$ cat src/rtl/grf_wb_stage.sv
// ----------------------------------------------------------------------------
// grf_wb_stage
//
// Writeback stage sitting directly in front of the 16x32 general register
// file write port. Each cycle it picks at most one of two producers, an ALU
// result or a memory load return, shapes the data, and presents a registered
// write (address, byte enables, data, active-low chip select) to the register
// file one cycle after the handshake.
//
// Loads are normally granted ahead of ALU results. A starve counter tracks how
// many loads in a row have been taken while an ALU result was waiting. Once it
// reaches STARVE_MAX, the ALU result is forced through.
//
// Load returns are extracted from the raw aligned memory word by size and byte
// offset, then zero-extended, sign-extended or inserted into the low lanes.
// A misaligned load still completes its handshake, but it is dropped and
// flagged on o_misalign. With ZERO_REG_EN set, writes to R0 are accepted and
// silently squashed.
//
// Parameters
//   STARVE_MAX   consecutive load grants allowed while an ALU result waits
//                (1..15)
//   ZERO_REG_EN  1: writes to R0 are accepted but never reach the file
//
// Ports
//   i_clk        clock
//   i_rst_b      synchronous active-low reset
//   i_clk_en     global clock enable; low freezes all state and drops readies
//   i_alu_valid  ALU result valid
//   o_alu_rdy    ALU result accepted this cycle (combinational)
//   i_alu_rd     ALU destination register
//   i_alu_data   ALU result
//   i_ld_valid   load return valid
//   o_ld_rdy     load return accepted this cycle (combinational)
//   i_ld_rd      load destination register
//   i_ld_data    raw aligned memory word
//   i_ld_boff    byte offset of the access
//   i_ld_size    00 byte, 01 half, 10/11 word
//   i_ld_mode    00 zero-extend, 01 sign-extend, 10 insert, 11 zero-extend
//   o_waddr      register file write address
//   o_wen        register file byte write enables
//   o_din        register file write data
//   o_cs_b       register file chip select, active low
//   o_misalign   one-cycle pulse: a misaligned load was dropped
// ----------------------------------------------------------------------------
module grf_wb_stage #(
    parameter int STARVE_MAX  = 3,
    parameter bit ZERO_REG_EN = 1'b0
) (
    input  logic        i_clk,
    input  logic        i_rst_b,
    input  logic        i_clk_en,

    input  logic        i_alu_valid,
    output logic        o_alu_rdy,
    input  logic [3:0]  i_alu_rd,
    input  logic [31:0] i_alu_data,

    input  logic        i_ld_valid,
    output logic        o_ld_rdy,
    input  logic [3:0]  i_ld_rd,
    input  logic [31:0] i_ld_data,
    input  logic [1:0]  i_ld_boff,
    input  logic [1:0]  i_ld_size,
    input  logic [1:0]  i_ld_mode,

    output logic [3:0]  o_waddr,
    output logic [3:0]  o_wen,
    output logic [31:0] o_din,
    output logic        o_cs_b,
    output logic        o_misalign
);

    localparam logic [3:0] STARVE_LIM = 4'(STARVE_MAX);

    localparam logic [1:0] SIZE_BYTE = 2'b00;
    localparam logic [1:0] SIZE_HALF = 2'b01;

    localparam logic [1:0] MODE_SIGN   = 2'b01;
    localparam logic [1:0] MODE_INSERT = 2'b10;

    logic [3:0]  starve_cnt;

    logic        en;
    logic        force_alu;
    logic        ld_acc;
    logic        alu_acc;

    logic [7:0]  ld_byte;
    logic [15:0] ld_half;
    logic        ld_misaligned;
    logic [3:0]  ld_wen;
    logic [31:0] ld_val;

    logic        wr_acc;
    logic [3:0]  wr_rd;
    logic [3:0]  wr_wen;
    logic [31:0] wr_data;
    logic        wr_squash;

    // Arbitration. Loads win by default. Once the ALU has waited through
    // STARVE_MAX load grants, it takes the port and the load is held off.
    // The two readies can never both accept in the same cycle.
    always_comb begin
        en        = i_clk_en & i_rst_b;
        force_alu = i_alu_valid & (starve_cnt == STARVE_LIM);
        o_ld_rdy  = en & ~force_alu;
        o_alu_rdy = en & (~i_ld_valid | force_alu);
        ld_acc    = i_ld_valid & o_ld_rdy;
        alu_acc   = i_alu_valid & o_alu_rdy;
    end

    // Load extraction and extension. Misalignment is decided here as well,
    // because it depends only on the load's own size and offset.
    always_comb begin
        ld_byte       = i_ld_data[8*i_ld_boff +: 8];
        ld_half       = i_ld_boff[1] ? i_ld_data[31:16] : i_ld_data[15:0];
        ld_misaligned = ((i_ld_size == SIZE_HALF) && i_ld_boff[0]) ||
                        (i_ld_size[1] && (i_ld_boff != 2'b00));
        ld_wen        = 4'b1111;
        ld_val        = i_ld_data;
        case (i_ld_size)
            SIZE_BYTE: begin
                if (i_ld_mode == MODE_INSERT) begin
                    ld_wen = 4'b0001;
                    ld_val = {24'b0, ld_byte};
                end else if (i_ld_mode == MODE_SIGN) begin
                    ld_val = {{24{ld_byte[7]}}, ld_byte};
                end else begin
                    ld_val = {24'b0, ld_byte};
                end
            end
            SIZE_HALF: begin
                if (i_ld_mode == MODE_INSERT) begin
                    ld_wen = 4'b0011;
                    ld_val = {16'b0, ld_half};
                end else if (i_ld_mode == MODE_SIGN) begin
                    ld_val = {{16{ld_half[15]}}, ld_half};
                end else begin
                    ld_val = {16'b0, ld_half};
                end
            end
            default: begin
                ld_wen = 4'b1111;
                ld_val = i_ld_data;
            end
        endcase
    end

    // Select the winning item's write fields and decide whether it is dropped.
    // A dropped item still completes its handshake, but it never asserts the
    // chip select.
    always_comb begin
        wr_acc    = alu_acc | ld_acc;
        wr_rd     = alu_acc ? i_alu_rd : i_ld_rd;
        wr_wen    = alu_acc ? 4'b1111 : ld_wen;
        wr_data   = alu_acc ? i_alu_data : ld_val;
        wr_squash = (ld_acc & ld_misaligned) |
                    (ZERO_REG_EN & (wr_rd == 4'd0));
    end

    // Starve counter. It counts loads taken past a waiting ALU result and
    // saturates at the limit. It clears whenever the ALU gets through or
    // stops asking.
    always_ff @(posedge i_clk) begin
        if (!i_rst_b) begin
            starve_cnt <= 4'd0;
        end else if (i_clk_en) begin
            if (ld_acc && i_alu_valid) begin
                if (starve_cnt != STARVE_LIM)
                    starve_cnt <= starve_cnt + 4'd1;
            end else if (alu_acc || !i_alu_valid) begin
                starve_cnt <= 4'd0;
            end
        end
    end

    // Register file write port. An accepted item is presented in the
    // following cycle. Without an acceptance, the chip select and byte enables
    // drop, while the address and data keep their last values. A disabled
    // clock freezes everything, including a pending misalign pulse.
    always_ff @(posedge i_clk) begin
        if (!i_rst_b) begin
            o_waddr    <= 4'd0;
            o_wen      <= 4'b0000;
            o_din      <= 32'd0;
            o_cs_b     <= 1'b1;
            o_misalign <= 1'b0;
        end else if (i_clk_en) begin
            if (wr_acc) begin
                o_waddr    <= wr_rd;
                o_din      <= wr_data;
                o_wen      <= wr_squash ? 4'b0000 : wr_wen;
                o_cs_b     <= wr_squash;
                o_misalign <= ld_acc & ld_misaligned;
            end else begin
                o_wen      <= 4'b0000;
                o_cs_b     <= 1'b1;
                o_misalign <= 1'b0;
            end
        end
    end

endmodule

$ cat config.mk
export PLATFORM = sky130hd
export DESIGN_NAME = grf_wb_stage
export DESIGN_NICKNAME = d
export VERILOG_FILES = /design/src/rtl/grf_wb_stage.sv
export SDC_FILE = /design/constraint.sdc
export NUM_CORES = 1
export LEC_CHECK = 0
export BUFFER_PORTS_ARGS = -buffer_cell sky130_fd_sc_hd__buf_2
export CAP_MARGIN = 20
export CELL_PAD_IN_SITES_DETAIL_PLACEMENT = 1
export CELL_PAD_IN_SITES_GLOBAL_PLACEMENT = 2
export CORE_UTILIZATION = 22
export DETAILED_ROUTE_END_ITERATION = 10
export PLACE_DENSITY_LB_ADDON = 0.1
export SLEW_MARGIN = 10
export SYNTH_ARGS = -nofsm -noshare
export SYNTH_HDL_FRONTEND = slang
export SYNTH_SLANG_ARGS = --single-unit
$ cat constraint.sdc
create_clock -name i_clk -period 2 [get_ports i_clk]
set_clock_uncertainty 0.2 [all_clocks]
set_input_delay 0.4 -clock i_clk [delete_from_list [all_inputs] [get_ports i_clk]]
set_output_delay 0.4 -clock i_clk [all_outputs]
set_load 0.005 [all_outputs]
==> results of run 1 <==
==> flip-flops by register name, summed over array words and instances, names as in the netlist <==
register    cells
o_din          32
o_waddr         4
starve_cnt      4
o_wen           3
o_cs_b          1
o_misalign      1
==> layout by cell type, fill, tap and decap left out, drive strengths merged, types with 2 or more instances in the layout <==
cell type	synthesis	final
nand2b	3	3
clkbuf	9	8
o21bai	7	7
inv	12	12
nor2	14	14
and3	2	2
o21a	2	2
clkinvlp	0	2
mux2i	5	5
a31oi	6	6
and2	2	2
or2	2	2
a21boi	3	3
nor2b	3	3
nand2	53	53
nand3	8	8
buf	20	161
dfxtp	45	45
o221ai	16	16
o22a	7	7
a21oi	42	42
o21ai	32	32
a22o	8	8
a32o	7	7
a21o	2	3
==> metal layers <==
| metal | share of wire | wire, um | vias up | track usage |
|---|---|---|---|---|
| met1 | 0.47 | 5140 | 1415 | 0.241 |
| li1 | - | - | 1456 | - |
| met5 | 0 | 0 | - | 0 |
| met3 | 0.049 | 537 | 10 | 0.0319 |
| met2 | 0.47 | 5190 | 88 | 0.325 |
| met4 | 0.012 | 135 | 0 | 0.0444 |
==> what timing repair did <==
item                       CTS  global route
gates resized for setup      9            32
cloned                       0             3
setup endpoints to repair   39            39
setup buffers                3             4
pin swaps                    1            15
==> metrics by stage <==
stage,std cells,TNS (ns)
2_1_floorplan,321,0
3_3_place_gp,588,-1.02
3_5_place_dp,588,-3.21
4_1_cts,599,-0.723
5_1_grt,604,-6.12
6_report,604,-3.78
==> area by class of cell <==
type / count / area [um2]
inverter: 12 / 45.0
clock buffer: 6 / 129
clock inverter: 2 / 15.0
fill: 1364 / 7060
timing repair buffer: 163 / 1000
sequential: 45 / 903
multi-input combinational: 236 / 1600
tap: 140 / 175
==> power groups by stage <==
stage	registers [mW]	logic (mW)	clock network, mW
2_1_floorplan	1.01	0.258	0
3_5_place_dp	1.01	0.542	0
4_1_cts	0.992	0.547	0.863
6_report	0.996	0.580	0.828
5_1_grt	1.00	0.645	0.891
3_3_place_gp	1.01	0.536	0
==> worst max-delay path: cells and delay by family (launching register included) <==
| family | cells | cell delay, ns |
|---|---|---|
| fa+ha+maj | 1 | 0.13 |
| flops | 1 | 0.36 |
| buf+inv | 1 | 0.12 |
| simple gates | 2 | 0.54 |
| compound gates | 1 | 0.14 |
==> cells by family after synthesis <==
family / count (synthesis)
mux: 5
flops: 45
fa+ha+maj: 1
buf+inv: 41
compound gates: 138
simple gates: 91
==> worst paths after layout <==
kind                              startpoint  cells after the start  slack, ns                       to
hold reg to reg          o_cs_b$_SDFFE_PN1P_                      2       0.25      o_cs_b$_SDFFE_PN1P_
hold / removal                    i_ld_rd[0]                      3       0.16  o_waddr[0]$_SDFFE_PN0P_
setup reg to reg  starve_cnt[1]$_SDFFE_PN0P_                      8      -0.14  o_waddr[1]$_SDFFE_PN0P_
setup / recovery  starve_cnt[1]$_SDFFE_PN0P_                      5      -0.18                o_alu_rdy
==> run metrics, run 1 <==
Area Overhead vs Synth=55.1%; Internal Power=1.70 mW; final core utilization=0.354; I/O pin cnt=127; Post-Synthesis Cells=321; Worst Path Max Fanout=3; die width=109 um; main flop type after synthesis=dfxtp_1; mux contribution to synthesized area=0.0200; global-route wire length before repair=16.7 mm; top cells by area, synth=dfxtp_1 (36%), a21oi_1 (8.2%), nand2_1 (7.8%); I/O Buffers=126; Reg clk slew, reported paths=0.07 ns; Net Switching=707 uW; Setup WS pre-CTS=-0.122 ns; Max Slew Vio Count=0; DRT Wirelength=11.0 mm; post-synthesis cell type count=46; Ant. Diodes=0; combinational share of power=0.241; cell with the most instances after synthesis=nand2_1; row cnt=38; Routed Antenna Nets=0; Post-Synth Adder-Cell Area=0.00501; top cell type's share of synthesized area=0.361; Final Setup Violations=39; status=finished with violations; Post-synth EDFFs=0; largest net degree at the start of global routing=41; violated checks=negative setup slack; GRT Util Overall=0.188; total power=2.40 mW; via-per-instance ratio=4.92; CTS tree=done; Seq/Total Area, Yosys=0.361; Yosys warning total=0; Synth Register Bits=45; PD cells=621 nW/um2; compound-gate portion of the synthesized area=0.369; Crit. End Element=output pin; unrepaired setup endpoints after global routing=true; Yosys top cell by area=dfxtp_1; Syn Area/Cell=7.78 um2; die height=109 um; DIE AREA=11800 um2; Placement Cell Area=3430 um2; Fmax=458 MHz; # DRC=0; Vias=2969; clk buf depth=2; Starting Density=0.228; class of the worst hold path=in2reg; combinational family with the most area after synthesis=compound AO/OA/AOI/OAI gates; post-synthesis net count=405; routability-driven placement congestion ratio=0.780; Design Area, Final=3870 um2; Root Buffer=clkbuf_16; total grt overflow=0; Clock power frac=0.344; CP startpoint kind=flip-flop; number of hold buffers added after CTS=0; final count of hold timing violations=0; crit path time final=2.18 ns; worst path cell trace=ha_4, or3b_4, o21ai_2, nor2b_1, buf_2; final period utilization=1.09; Slowest-stage cell, CP=or3b_4; synthesized area=2500 um2; antenna violations before repair=0; total core area=10900 um2; Max H-tree Level=2; Worst Path Class, Setup=reg2out; Simple-Gate Fraction of Synth Area=0.169; Max stage delay on crit path=0.39 ns; ys async rst share=0; relative slew slack=0.698; Worst EP arrival=1.58 ns; worst skew pair latency=0.29 ns; Worst Max-Slew Pin Slew=0.453 ns; nets@finish=547; xor/xnor share of the synthesized area=0; wire length per cell=18.2 um; CP required=1.40 ns; Final HPWL DP=8.25 mm; leak pwr=1.78 nW; Initial DRC Count=88; layout cells sized above 1=0.453; peak supply drop=0.000386 V; iteration count of the initial detailed-routing pass=4; switching part of the total=0.294; clock sink count=45; most instantiated cells after synthesis=nand2_1 (52), dfxtp_1 (45), a21oi_1 (41); CTS buffer count=5; vias in the first global route=3066; worst hold slack=0.164 ns; maxcap violations=0; final setup margin=-0.184 ns; share of power burned in registers=0.414
(Power assumes the default switching activity.)
==> run 2, diff against run 1 <==
--- a/config.mk
+++ b/config.mk
@@ -5,11 +5,12 @@
 export SDC_FILE = /design/constraint.sdc
 export NUM_CORES = 1
 export LEC_CHECK = 0
+export ABC_AREA = 1
 export BUFFER_PORTS_ARGS = -buffer_cell sky130_fd_sc_hd__buf_2
 export CAP_MARGIN = 20
 export CELL_PAD_IN_SITES_DETAIL_PLACEMENT = 1
 export CELL_PAD_IN_SITES_GLOBAL_PLACEMENT = 2
-export CORE_UTILIZATION = 22
+export CORE_UTILIZATION = 21
 export DETAILED_ROUTE_END_ITERATION = 10
 export PLACE_DENSITY_LB_ADDON = 0.1
 export SLEW_MARGIN = 10
==> run 2 against run 1 <==
Net effect:
- clock power increased by 23%
- area after synthesis up 15%
- first-iteration DRC count up 35%
- setup slack better by 0.25 ns
- die area grew 20%
- worst hold slack worse by 0.015 ns
- cell area is 3.4% higher
- the run now ends clean
- sequential share of layout area fell by 0.77 points
- critical endpoint unchanged
- via count rose by 17%
- critical path depth increased by 4
- combinational power fell by 7.9%
- non-clock buffer count is 14 lower
==> run metrics, run 2 <==
status=complete, no violations (was finished with violations); die height=119 um (was 109 um); dpl cells=780 (was 588); Worst Max-Slew Pin Slew=0.549 ns (was 0.453 ns); die width=119 um (was 109 um); CP startpoint kind=flip-flop (unchanged); Routed Antenna Nets=0 (unchanged); DRT Wirelength=11.5 mm (was 11.0 mm); relative slew slack=0.634 (was 0.698); switching part of the total=0.287 (was 0.294); max reg flops=32 (unchanged); Seq/Total Area, Yosys=0.313 (was 0.361); I/O Buffers=126 (unchanged); Fmax=518 MHz (was 458 MHz); global-route wire length before repair=18.6 mm (was 16.7 mm); Post-Synthesis Cells=489 (was 321); top cell type's share of synthesized area=0.313 (was 0.361); Yosys top cell by area=dfxtp_1 (unchanged); Final HPWL DP=8.66 mm (was 8.25 mm); Synth Register Bits=45 (unchanged); vias in the first global route=3587 (was 3066); routability-driven placement congestion ratio=0.771 (was 0.780); layout cells sized above 1=0.295 (was 0.453); Syn Area/Cell=5.89 um2 (was 7.78 um2); nets@finish=700 (was 547); Reg clk slew, reported paths=0.07 ns (about the same); GRT Util Overall=0.168 (was 0.188); Net Switching=723 uW (was 707 uW); CTS buffer count=5 (unchanged); Clock power frac=0.403 (was 0.344); CP required=1.40 ns (about the same); Final Setup Violations=0 (was 39); cell with the most instances after synthesis=nand2_1 (unchanged); Max Slew Vio Count=0 (unchanged); via-per-instance ratio=4.39 (was 4.92); top cells by area, synth=dfxtp_1 (31%), nand2_1 (28%), a21oi_1 (7.5%) (was dfxtp_1 (36%), a21oi_1 (8.2%), nand2_1 (7.8%)); # DRC=0 (unchanged); Root Buffer=clkbuf_16 (unchanged); DIE AREA=14200 um2 (was 11800 um2); PD cells=630 nW/um2 (was 621 nW/um2); final count of hold timing violations=0 (unchanged); Crit. End Element=output pin (unchanged); Vias=3484 (was 2969); class of the worst hold path=in2reg (unchanged); Internal Power=1.80 mW (was 1.70 mW); most instantiated cells after synthesis=nand2_1 (213), dfxtp_1 (45), a21oi_1 (43) (was nand2_1 (52), dfxtp_1 (45), a21oi_1 (41)); Final Non-Filler Cells=794 (was 604); most common cell after layout, fill and taps aside=nand2_1 (was buf_2); post-synthesis cell type count=29 (was 46); Worst EP arrival=1.33 ns (was 1.58 ns); maxcap violations=0 (unchanged); I/O pin cnt=127 (unchanged); Area Overhead vs Synth=39.1% (was 55.1%); Worst Path Max Fanout=2 (was 3); combinational share of power=0.212 (was 0.241); Largest regs=o_din x32, o_waddr x4, starve_cnt x4 (unchanged); peak supply drop=0.000276 V (was 0.000386 V); Yosys warning total=0 (unchanged); Reg with most FFs=o_din (unchanged); iteration count of the initial detailed-routing pass=4 (unchanged); Starting Density=0.217 (was 0.228); total power=2.52 mW (was 2.40 mW); total core area=13300 um2 (was 10900 um2); post-synthesis net count=573 (was 405); synthesized area=2880 um2 (was 2500 um2); worst hold slack=0.150 ns (was 0.164 ns); Initial DRC Count=119 (was 88); R2R Setup Slk=0.15 ns (was -0.14 ns); crit path time final=1.93 ns (was 2.18 ns); Worst Path Class, Setup=reg2out (unchanged); most frequent cells in the layout=nand2_1 (210), buf_2 (126), dfxtp_1 (43), a21oi_1 (42), inv_1 (37) (was buf_2 (126), nand2_1 (51), dfxtp_1 (43), a21oi_1 (38), buf_4 (30)); leak pwr=2.22 nW (was 1.78 nW); largest net degree at the start of global routing=55 (was 41); clock sink count=45 (unchanged); worst skew pair latency=0.30 ns (was 0.29 ns); wire length per cell=14.4 um (was 18.2 um); CTS tree=done (unchanged); antenna violations before repair=0 (unchanged); Post-synth EDFFs=0 (unchanged); share of power burned in registers=0.385 (was 0.414); setup_tns=0 ns (was -3.78 ns); row cnt=42 (was 38); main flop type after synthesis=dfxtp_1 (unchanged); Max H-tree Level=2 (unchanged); final period utilization=0.965 (was 1.09); ys async rst share=0 (unchanged); clk buf depth=2 (unchanged); total grt overflow=0 (unchanged)
## run 2: worst paths after layout
kind,start,endpoint,depth (start not counted)
setup / recovery,starve_cnt[1]$_SDFFE_PN0P_,o_alu_rdy,9
hold / removal,i_alu_rd[1],o_waddr[1]$_SDFFE_PN0P_,3
setup reg to reg,starve_cnt[1]$_SDFFE_PN0P_,o_din[8]$_SDFFE_PN0P_,12
hold reg to reg,o_wen[0]$_SDFFE_PN0P_,o_wen[0]$_SDFFE_PN0P_,2
## run 2: cells by family (layout without fill, tap and decap cells)
group	Yosys count	in the layout	share of synthesized area
xor+xnor	2	2	0.00609
buf+inv	70	198	0.104
mux	1	1	0.00348
flops	45	45	0.313
fa+ha+maj	1	1	0.00435
simple gates	284	284	0.416
other cells	0	1	0
compound gates	86	86	0.153
## run 2: layout make-up
| cell class | instances | area (um2) |
|---|---|---|
| clock inverters | 1 | 30.0 |
| multi-input cells | 374 | 1700 |
| clock buffers | 7 | 143 |
| fillers | 1773 | 9290 |
| well taps | 176 | 220 |
| repair buffers | 149 | 845 |
| diodes | 1 | 2.50 |
| flip-flops and latches | 45 | 903 |
| inverters | 41 | 159 |
## run 2: routing by layer
layer / global-route usage / up-vias / wire, um / share of wire
met5: 0 / - / 0 / 0
met4: 0.0403 / 0 / 77 / 0.0067
met3: 0.0421 / 5 / 610 / 0.053
met2: 0.278 / 74 / 5190 / 0.45
met1: 0.218 / 1613 / 5590 / 0.49
li1: - / 1792 / - / -
## run 2: timing repair
action | in CTS | in global routing
cloned | 0 | 0
setup endpoints to repair | 1 | 10
pin swaps | 0 | 2
hold buffers | 0 | 0
setup buffers | 2 | 3
hold endpoints to repair | 0 | 0
resized for setup | 5 | 5
## run 2: critical path, stage by stage, from the launching register on
cell and delay, ns:
dfxtp_2 0.36, ha_4 0.14, nand2_2 0.04, inv_2 0.06, nand2_2 0.05, nand2_2 0.10, buf_6 0.10, nand2_1 0.04
inv_1 0.05, buf_2 0.10
## run 2: through the flow
stage	area, um2	util	setup slack, ns
after global placement	3760	0.283	0.0569
final	4000	0.301	0.0705
after global routing	4000	0.301	-0.0124
after detailed placement	3760	0.283	0.0308
after floorplan	2880	-	0.285
after CTS	3960	0.298	0.00520
## run 2: power groups by stage
stage               clock (mW)  combinational [mW]  sequential (mW)
detailed placement           0               0.536            0.992
CTS                       1.06               0.542            0.972
global route              1.08               0.610            0.978
global placement             0               0.530            0.992
floorplan                    0               0.274            0.995
finish                    1.02               0.534            0.972
==> run 3, diff against run 2 <==
--- a/config.mk
+++ b/config.mk
@@ -6,12 +6,12 @@
 export NUM_CORES = 1
 export LEC_CHECK = 0
 export ABC_AREA = 1
-export BUFFER_PORTS_ARGS = -buffer_cell sky130_fd_sc_hd__buf_2
 export CAP_MARGIN = 20
 export CELL_PAD_IN_SITES_DETAIL_PLACEMENT = 1
 export CELL_PAD_IN_SITES_GLOBAL_PLACEMENT = 2
-export CORE_UTILIZATION = 21
+export CORE_UTILIZATION = 27
 export DETAILED_ROUTE_END_ITERATION = 10
+export DONT_BUFFER_PORTS = 1
 export PLACE_DENSITY_LB_ADDON = 0.1
 export SLEW_MARGIN = 10
 export SYNTH_ARGS = -nofsm -noshare
==> run 3 against run 2 <==
Net effect:
- final cell count shrank 22%
- sequential cell count is the same
- non-clock buffer count shrank 133
- maximum frequency grew 1.3%
- worst hold slack lost 0.13 ns
- global-route usage grew 2.2 points
- die area shrank 22%
- largest power group is now registers
- clock-buffer cell count shrank 1
- power shrank 23%
- combinational power shrank 35%
- first-iteration DRC count grew 5.0%
==> run metrics, run 3 (synthesis results as in run 2) <==
status=complete, no violations (unchanged); Vias=2976 (was 3484); Internal Power=1.36 mW (was 1.80 mW); Routed Antenna Nets=0 (unchanged); worst path cell trace=ha_4, nand2_1, inv_2, nand2_1, nand2_2, buf_6, nand2_1, inv_2 (was ha_4, nand2_2, inv_2, nand2_2, nand2_2, buf_6, nand2_1, inv_1, buf_2); setup_tns=0 ns (unchanged); Crit. End Element=output pin (unchanged); total grt overflow=0 (unchanged); Worst Path Max Fanout=3 (was 2); Starting Density=0.279 (was 0.217); Max H-tree Level=2 (unchanged); met3 usage=0.0612 (was 0.0421); CTS tree=done (unchanged); class of the worst hold path=in2reg (unchanged); routability-driven placement congestion ratio=0.742 (was 0.771); CTS buffer count=5 (unchanged); maxcap violations=0 (unchanged); via-per-instance ratio=4.80 (was 4.39); layout cells sized above 1=0.101 (was 0.295); relative slew slack=0.663 (was 0.634); crit path time final=1.91 ns (was 1.93 ns); antenna violations before repair=0 (unchanged); Top Usage Layer GRT=met2 (unchanged); number of hold buffers added after CTS=0 (unchanged); global routing usage on met2=0.333 (was 0.278); iteration count of the initial detailed-routing pass=4 (unchanged); final core utilization=0.310 (was 0.301); GRT met1 Usage=0.224 (was 0.218); DIE AREA=11100 um2 (was 14200 um2); switching part of the total=0.302 (was 0.287); Clock power frac=0.319 (was 0.403); Root Buffer=clkbuf_8 (was clkbuf_16); final count of hold timing violations=0 (unchanged); I/O Buffers=0 (was 126); Ant. Diodes=0 (was 1); die width=105 um (was 119 um); most frequent CP cell=nand2_1 (was nand2_2); Area Overhead vs Synth=11.2% (was 39.1%); # DRC=0 (unchanged); wire length per cell=16.4 um (was 14.4 um); most frequent cells in the layout=nand2_1 (212), dfxtp_1 (43), a21oi_1 (42), inv_1 (36), o21ai_0 (34) (was nand2_1 (210), buf_2 (126), dfxtp_1 (43), a21oi_1 (42), inv_1 (37)); kind of cell adding the most delay to the critical path=flip-flops (unchanged); Largest regs=o_din x32, o_waddr x4, starve_cnt x4 (unchanged); Max Slew Vio Count=0 (unchanged); row cnt=37 (was 42); DRT Wirelength=10.2 mm (was 11.5 mm); unrepaired setup endpoints after global routing=false; total core area=10300 um2 (was 13300 um2); leak pwr=1.60 nW (was 2.22 nW); buffers and inverters on the worst path=3 (was 4); GRT Util Overall=0.190 (was 0.168); largest net degree at the start of global routing=38 (was 55); Max stage delay on crit path=0.38 ns (was 0.36 ns); nets@finish=567 (was 700); Worst Path Class, Setup=reg2out (unchanged); die height=105 um (was 119 um); worst skew pair latency=0.31 ns (was 0.30 ns); PD cells=610 nW/um2 (was 630 nW/um2); peak supply drop=0.000285 V (was 0.000276 V); Reg clk slew, reported paths=0.10 ns (was 0.07 ns); share of power burned in registers=0.505 (was 0.385); most common cell after layout, fill and taps aside=nand2_1 (unchanged); clock sink count=45 (unchanged); Worst Max-Slew Pin Slew=0.506 ns (was 0.549 ns); Reg with most FFs=o_din (unchanged); Fmax=525 MHz (was 518 MHz); I/O pin cnt=127 (unchanged); combinational share of power=0.177 (was 0.212); Final HPWL DP=7.82 mm (was 8.66 mm); vias in the first global route=3060 (was 3587); Initial DRC Count=125 (was 119); final period utilization=0.953 (was 0.965); clk buf depth=2 (unchanged); CP required=1.40 ns (about the same); Final Setup Violations=0 (unchanged); Worst EP arrival=1.31 ns (was 1.33 ns); max reg flops=32 (unchanged); Fillers=1377 (was 1773); Slowest-stage cell, CP=dfxtp_2 (unchanged); Net Switching=589 uW (was 723 uW); CP startpoint kind=flip-flop (unchanged); global-route wire length before repair=16.3 mm (was 18.6 mm)
[run 3: cell count changes in the layout (fill, tap and decap cells not counted), moves of 2 or more]
cell and change:
buf_2 -126, buf_4 -8, clkbuf_16 -5, clkbuf_8 +5
nand2_1 +2, nand2_2 -2
[run 3: cell type report]
type	instances	area [um2]	area share
clock buffer	6	82.6	0.0258
timing repair buffer	16	174	0.0543
tap	136	170	0.0531
clock inverter	2	13.8	0.00430
sequential	45	903	0.282
multi-input combinational	374	1700	0.530
inverter	41	161	0.0504
[run 3: power groups by stage]
| stage | combinational [mW] | sequential (mW) | clock, mW |
|---|---|---|---|
| floorplan | 0.274 | 0.995 | 0 |
| global placement | 0.337 | 1.00 | 0 |
| detailed placement | 0.344 | 1.01 | 0 |
| CTS | 0.350 | 0.986 | 0.657 |
| global route | 0.404 | 0.992 | 0.692 |
| finish | 0.345 | 0.985 | 0.622 |
[run 3: per-layer routing]
| layer | up-vias | wire, um |
|---|---|---|
| li1 | 1522 | - |
| met1 | 1374 | 4410 |
| met2 | 74 | 4920 |
| met3 | 6 | 767 |
| met4 | 0 | 96 |
| met5 | - | 0 |
[run 3: worst register-to-register path, cell delays in order, from the launching register on]
cell and delay, ns:
dfxtp_2 0.38, ha_4 0.14, nand2_1 0.05, inv_2 0.05, nand2_1 0.05, nand2_2 0.09
nand3_2 0.11, buf_4 0.20, o21ai_0 0.18, nand3_1 0.14, nand2_1 0.10, inv_1 0.04
[run 3: repair_timing]
item	4_1_cts	5_1_grt
gates resized for setup	3	9
endpoints found under the hold margin	0	0
pin swaps	0	1
setup buffers	2	1
endpoints found under the setup margin	1	16
[run 3: through the flow]
step / cell area [um2] / power [mW] / worst slack (ns) / hold slack [ns] / std cells
3_5_place_dp: 3060 / 1.35 / 0.0501 / 0.277 / 609
6_report: 3200 / 1.95 / 0.0948 / 0.0175 / 620
2_1_floorplan: 2880 / 1.27 / 0.285 / 0.252 / 489
5_1_grt: 3200 / 2.09 / 0.00587 / 0.0213 / 620
4_1_cts: 3170 / 1.99 / 0.0152 / 0.00772 / 619
3_3_place_gp: 3060 / 1.34 / 0.132 / 0.274 / 609
[run 3: path summary, 6_finish.rpt]
kind / start / to / slack (ns) / depth (start not counted)
worst max register to register: starve_cnt[0]$_SDFFE_PN0P_ / o_din[7]$_SDFFE_PN0P_ / 0.18 / 11
worst min register to register: o_din[1]$_SDFFE_PN0P_ / o_din[1]$_SDFFE_PN0P_ / 0.28 / 2
worst min-delay path: i_rst_b / o_waddr[1]$_SDFFE_PN0P_ / 0.02 / 2
worst max-delay path: starve_cnt[0]$_SDFFE_PN0P_ / o_alu_rdy / 0.09 / 8
